==> src/rtl/mod8_counter_monitor.sv <==
// Watches a mod-8 up/down counter and locks once its transitions are consistently correct.
// Latency: every output is registered and updates one CP edge after the sample that caused it.
// Backpressure: none; one sample is accepted per cycle and clr is applied on the next edge.
module mod8_counter_monitor #(
    parameter int LOCK_LEN = 2,
    parameter int CNT_W    = 8
) (
    input  logic             CP,
    input  logic             reset,
    input  logic             ctr_reset,
    input  logic             M,
    input  logic [3:0]       Q,
    input  logic             Qcc_n,
    input  logic             clr,
    output logic             locked,
    output logic             err,
    output logic             err_sticky,
    output logic [CNT_W-1:0] err_cnt,
    output logic [CNT_W-1:0] wrap_cnt
);

    typedef enum logic [1:0] {SYNC, ACQ, TRACK} state_t;

    localparam logic [3:0] LOCK_LEN_V = 4'(LOCK_LEN);

    state_t     state;
    logic [3:0] mc;
    logic [2:0] q_p;
    logic       m_p;
    logic       r_p;

    logic [2:0] exp_q;
    logic       exp_cc_n;
    logic       good;
    logic       wrap_hit;
    logic       violation;
    logic       wrap_evt;

    always_comb begin
        exp_q = 3'd0;
        if (!r_p) exp_q = m_p ? (q_p + 3'd1) : (q_p - 3'd1);
        exp_cc_n  = !((M && Q == 4'd7) || (!M && Q == 4'd0));
        good      = !Q[3] && (Q[2:0] == exp_q) && (Qcc_n == exp_cc_n);
        // A counter reset landing on 0 is never a wrap, even from 7.
        wrap_hit  = good && !r_p &&
                    ((m_p && q_p == 3'd7 && Q[2:0] == 3'd0) ||
                     (!m_p && q_p == 3'd0 && Q[2:0] == 3'd7));
        violation = (state == TRACK) && !good;
        wrap_evt  = (state == TRACK) && wrap_hit;
    end

    always_ff @(posedge CP or negedge reset) begin
        if (!reset) begin
            state      <= SYNC;
            mc         <= 4'd0;
            locked     <= 1'b0;
            err        <= 1'b0;
            err_sticky <= 1'b0;
            err_cnt    <= '0;
            wrap_cnt   <= '0;
            q_p        <= 3'd0;
            m_p        <= 1'b1;
            r_p        <= 1'b1;
        end else begin
            q_p <= Q[2:0];
            m_p <= M;
            r_p <= ctr_reset;
            err <= violation;

            case (state)
                SYNC: begin
                    state <= ACQ;
                    mc    <= 4'd0;
                end
                ACQ: begin
                    if (!good) begin
                        mc <= 4'd0;
                    end else if (mc + 4'd1 == LOCK_LEN_V) begin
                        state  <= TRACK;
                        locked <= 1'b1;
                        mc     <= 4'd0;
                    end else begin
                        mc <= mc + 4'd1;
                    end
                end
                TRACK: begin
                    if (!good) begin
                        state  <= ACQ;
                        mc     <= 4'd0;
                        locked <= 1'b0;
                    end
                end
                default: begin
                    state  <= SYNC;
                    mc     <= 4'd0;
                    locked <= 1'b0;
                end
            endcase

            // A same-cycle event takes precedence over clr, so the count restarts at 1.
            if (violation) begin
                err_sticky <= 1'b1;
                if (clr)               err_cnt <= CNT_W'(1);
                else if (err_cnt != '1) err_cnt <= err_cnt + CNT_W'(1);
            end else if (clr) begin
                err_sticky <= 1'b0;
                err_cnt    <= '0;
            end

            if (wrap_evt)  wrap_cnt <= clr ? CNT_W'(1) : wrap_cnt + CNT_W'(1);
            else if (clr)  wrap_cnt <= '0;
        end
    end

endmodule

==> config.mk <==
export PLATFORM = sky130hd
export DESIGN_NAME = mod8_counter_monitor
export DESIGN_NICKNAME = d
export VERILOG_FILES = /design/src/rtl/mod8_counter_monitor.sv
export SDC_FILE = /design/constraint.sdc
export NUM_CORES = 1
export LEC_CHECK = 0
export BUFFER_PORTS_ARGS = -buffer_cell sky130_fd_sc_hd__buf_2
export CAP_MARGIN = 20
export CORE_MARGIN = 2
export CORE_UTILIZATION = 50
export DETAILED_ROUTE_END_ITERATION = 10
export PLACE_DENSITY_LB_ADDON = 0.25
export SLEW_MARGIN = 30
export SYNTH_ARGS = -nofsm -noshare
export SYNTH_HDL_FRONTEND = slang
export SYNTH_SLANG_ARGS = --single-unit
==> constraint.sdc <==
create_clock -name CP -period 2.4 [get_ports CP]
set_input_delay 0.12 -clock CP [delete_from_list [all_inputs] [get_ports CP]]
set_output_delay 0.12 -clock CP [all_outputs]
set_load 0.01 [all_outputs]
# Word level (Yosys, flattened, before mapping)
# Index checks and enable logic that the tools add are counted.
# W data, S select, Z words.
# word_totals
register_bits	30
output_inout_bits	19
word_cells	80
# classes
n_addsub	5
n_eq_ne	12
mux	22
bitwise	1
reduce_logical	30
# op_table
operator	count
$mux W8	6
$add A8 B1 Y8 const B	2
$logic_and A1 B1 Y1	12
$mux W4	3
$ne A8 B8 Y1 const B	1
$pmux W4 S2	1
$eq A3 B3 Y1 const B	2
$logic_not A1 Y1	6
$logic_not A3 Y1	2
$mux W2	3
$mux W3	2
$ne A2 B2 Y1 const B	3
$pmux W2 S3	1
$reduce_bool A2 Y1	3
$mux W1	5
$add A4 B1 Y4 const B	1
$eq A4 B2 Y1 const B	1
$eq A4 B3 Y1 const B	1
$logic_not A4 Y1	1
$reduce_and A4 Y1	1
$add A3 B1 Y3 const B	1
$eq A3 B3 Y1	1
$pmux W1 S3	1
$reduce_and A3 Y1	1
other kinds (8)	9

# Logic depth before layout (Yosys ltp)
# logic_depth
ltp_word	10
ltp_mapped	9

# Worst setup path before layout
# OpenSTA, ideal clock, no wires.
# synth_path
path_type	register to register
from	register m_p
to	register wrap_cnt[5]
setup_ps	128
t_arrival_ps	2447
t_required_ps	2272
setup_slack_ps	-174
path_stages_with_launch	9
period_less_slack_ps	2574
cell_sequence	dfstp_2 fa_1 nor4bb_1 a221oi_1 o32a_1 or2_1 buf_2 nor3_2 mux2_1
# synth_via
elab_chain_cells	9
elab_cells_between_ends	16
cone_classes	eq/ne: 1; mux: 3; reduce/logical: 12
# synth_lines
element	line_no	text
start, declared	29	logic m_p;
start signal, assigned	62	m_p <= 1'b1;
start signal, assigned	66	m_p <= M;
$mux W3 (2 in a row)	41	if (!r_p) exp_q = m_p ? (q_p + 3'd1) : (q_p - 3'd1);
$eq A3 B3 Y1	43	good = !Q[3] && (Q[2:0] == exp_q) && (Qcc_n == exp_cc_n);
$logic_and A1 B1 Y1 (2 in a row)	43	
$logic_and A1 B1 Y1	45	wrap_hit = good && !r_p &&
$logic_and A1 B1 Y1 *	45	
$logic_and A1 B1 Y1 *	49	wrap_evt = (state == TRACK) && wrap_hit;
$mux W8 / $reduce_bool A2 Y1 (equally long branches)	--	
end signal, assigned	110	if (wrap_evt) wrap_cnt <= clr ? CNT_W'(1) : wrap_cnt + CNT_W'(1);
end, declared	19	output logic [CNT_W-1:0] wrap_cnt
# Mark *: on every way between the ends. The rest lies on a longest branch, timed or not.
# A chain may end at the register's enable or synchronous reset.

# Worst setup path in the final report
# layout_path
from	register m_p
to	register err_cnt[2]
# layout_via
elab_chain_cells	9
elab_cells_between_ends	10
cone_classes	eq/ne: 1; mux: 3; reduce/logical: 6
# layout_lines
element	line_no	text
$mux W3 * (2 in a row)	41	
$eq A3 B3 Y1 *	43	
$logic_and A1 B1 Y1 * (2 in a row)	43	
$logic_not A1 Y1 *	--	
$logic_and A1 B1 Y1 *	48	violation = (state == TRACK) && !good;
$reduce_bool A2 Y1 (no line)	--	
$reduce_and A2 Y1 (no line)	--	
end signal, assigned	104	else if (err_cnt != '1) err_cnt <= err_cnt + CNT_W'(1);
end, declared	18	output logic [CNT_W-1:0] err_cnt,
# Marks and branches as above.

==> flow_summary.toml <==
[place]
place.gp.congestion = 0.766
numPortBuffers = 28
hpwl_um = 2610

[floorplan]
die_y_um = 63.0
std_cell_rows = 21
core_area_mm2 = 0.00334
die_w_um = 63.0
die_area_mm2 = 0.00396
start_util_pct = 52.1
io_pins = 29

[setup_path]
endpoint_kind = "flop"
cp_cell_sequence = "fa_2 > and2b_1 > a221oi_2 > o32a_4 > nor2_4 > buf_6 > or3_1 > a21oi_2"
critPathMaxFanout = 8
start_kind = "flop"
worst_path_max_delay_cell = "dfstp_2"
cp_data_arrival_time_ns = 2.74
required_ns = 2.65
slowest_delay_ns = 0.55
crit_type = "reg -> reg"

[clock_tree]
clock_sinks = 30
cts_buffer_depth = 2
insertion_delay_ns = 0.33
cts_tree = "built"
numCtsBuffers = 5
clk_pin_slew_worst_paths_ns = 0.09
htreeDepth = 2
cts_root_buffer = "clkbuf_4"

[final_layout]
n_antenna_cell = 0
drive_gt1_share_pct = 33.3
final_nets = 236
fill_cells = 296
layout_common_cells = "dfrtp_1, buf_2, a21oi_1"
area_growth_syn_to_layout_pct = 25.6

[yosys]
synth_edf_count = 0
ys_ff_latch = 30
yosys_warnings = 0
synthCells = 174
ys_types = 50
ys_seq_area_share_pct = 43.3
synthArstFlopShare_pct = 100
synth_ff_type = "dfrtp_1"
synth.avg_cell_area_um2 = 9.99
synth_fp_nets = 189
syn-cell-area_mm2 = 0.00174

[status]
status = "finished, violations left"
violations = "negative setup slack"

[global_route]
grt_first_pass_wirelength_um = 6740
grt_remaining_overflow = 0
grt_max_degree = 31
antenna_found_initial = 0
grt_usage_pct = 21.9
grt_pass1_vias = 1491

[pwr]
peakVddDrop_uv = 335
leakagePower_nw = 1.01
power_density_mw_per_mm2 = 433

[sta]
finalHoldViolations = 0
fin_setup_tns_ns = -0.565
rsz0062_at_grt = "true"
holdWs_ns = 0.207
fin_ws_ns = -0.0869
maxSlewHeadroom_pct = 55.7
fin_crit_sh_pct = 104
slew_viol_final = 0
setup_viol = 13
final.min_clock_period_ns = 2.49
skew_ns = 0.0115
fmax_mhz = 402
worst_slew_pin_slew_ns = 0.665

[drt]
ant_nets = 0
wl_um = 3850
vias = 1480
vias_per_cell = 5.52
drc = 0
dr.pass1.iters = 5
wl_per_cell_um = 14.4
drt_iter0_drc = 93

[run]
cap_violations = 0

[hold_path]
worstHoldPathType = "in -> reg"
worst max-delay path, delay by kind of cell, from the launching register on:
kind	cells	cell delay, ns
adder cells (fa/ha/maj)	1	0.46
buffers and inverters	1	0.14
AND/OR/NAND/NOR	3	0.61
flip-flops	1	0.55
AO/OA/AOI/OAI	3	0.65
metrics by stage:
stage	utilization, %	cells	cell area [um2]	total power, mW	worst slack (ns)
2_1_floorplan	-	174	1760	0.585	-0.102
3_5_place_dp	59.2	250	1970	0.620	-0.138
5_1_grt	65.4	268	2180	0.991	-0.195
6_report	65.4	268	2180	0.946	-0.0869
3_3_place_gp	59.2	250	1970	0.616	-0.0928
4_1_cts	64.6	267	2160	0.952	-0.0401
state kept, by name, indices dropped and copies added, names as in the netlist:
register	cells
err_cnt	8
wrap_cnt	8
mc	4
q_p	3
state	2
err	1
err_sticky	1
locked	1
m_p	1
r_p	1
area by class of cell:
type | instances | area, um2 | share of cell area (%)
multi-input combinational | 128 | 981 | 44.9
sequential | 30 | 753 | 34.5
timing repair buffer | 46 | 294 | 13.5
tap | 46 | 57.6 | 2.64
clock buffer | 7 | 55.1 | 2.52
inverter | 10 | 37.5 | 1.72
clock inverter | 1 | 5.00 | 0.229
cells in the mapped netlist, types with 2 or more instances:
master     n  area (um2)
o21ai_0    8        40.0
a21oi_1   13        65.1
nand3_1    7        35.0
nand3b_1   3        22.5
nor3_2     2        20.0
a31o_2     2        17.5
dfrtp_1   28         701
mux2_1     3        33.8
ha_1       4        50.1
nor2b_1    8        50.1
nand4_1    4        25.0
nand2_1    8        30.0
and3_1     5        31.3
buf_6      2        22.5
mux2_2     2        22.5
or3_1      7        43.8
a31oi_1    4        25.0
xnor2_1    3        26.3
nand2b_1   6        37.5
nor3_1     4        20.0
nor2_1    10        37.5
inv_1     10        37.5
dfstp_2    2        52.6
clkbuf_1   3        11.3
what timing repair did:
action / in CTS / in global routing
setup buffers: 3 / 1
gates resized for setup: 9 / 7
pin swaps: 11 / 2
hold buffers: 6 / 0
endpoints found under the setup margin: 13 / 19
hold endpoints to repair: 33 / 0
cell families after synthesis:
group	after synthesis	synth area share (%)
adders and majority gates	5	4.03
and+or+nand+nor	76	27.3
buffers and inverters	16	4.39
DFF	30	43.3
xor gates and xnor gates	5	3.31
muxes	6	3.82
AOI/OAI and AO/OA	36	13.8
path summary, 6_finish.rpt:
path / cells past startpoint / to / slack (ns) / from
worst max-delay path: 8 / err_cnt[2] / -0.09 / m_p
worst min-delay path: 2 / wrap_cnt[2] / 0.21 / clr
worst max register to register: 8 / err_cnt[2] / -0.09 / m_p
worst min register to register: 2 / err_sticky / 0.52 / err_sticky
max in group asynchronous: 2 / err_cnt[3] / 1.61 / reset
min in group asynchronous: 2 / mc[0] / 0.35 / reset
routing by layer:
metal | global-route usage, % | wire length, um
met5 | 0 | 0
met4 | 11.1 | 87
met3 | 5.95 | 167
met1 | 25.4 | 1630
met2 | 36.8 | 1960
power breakdown:
group	switching [mW]	leakage (nW)	total (mW)	internal, mW
clock network	0.172	0.0353	0.314	0.142
logic	0.0606	0.575	0.112	0.0516
registers	0.00655	0.400	0.519	0.513
total	0.239	1.01	0.946	0.706
Power figures use the tool's default switching activity.
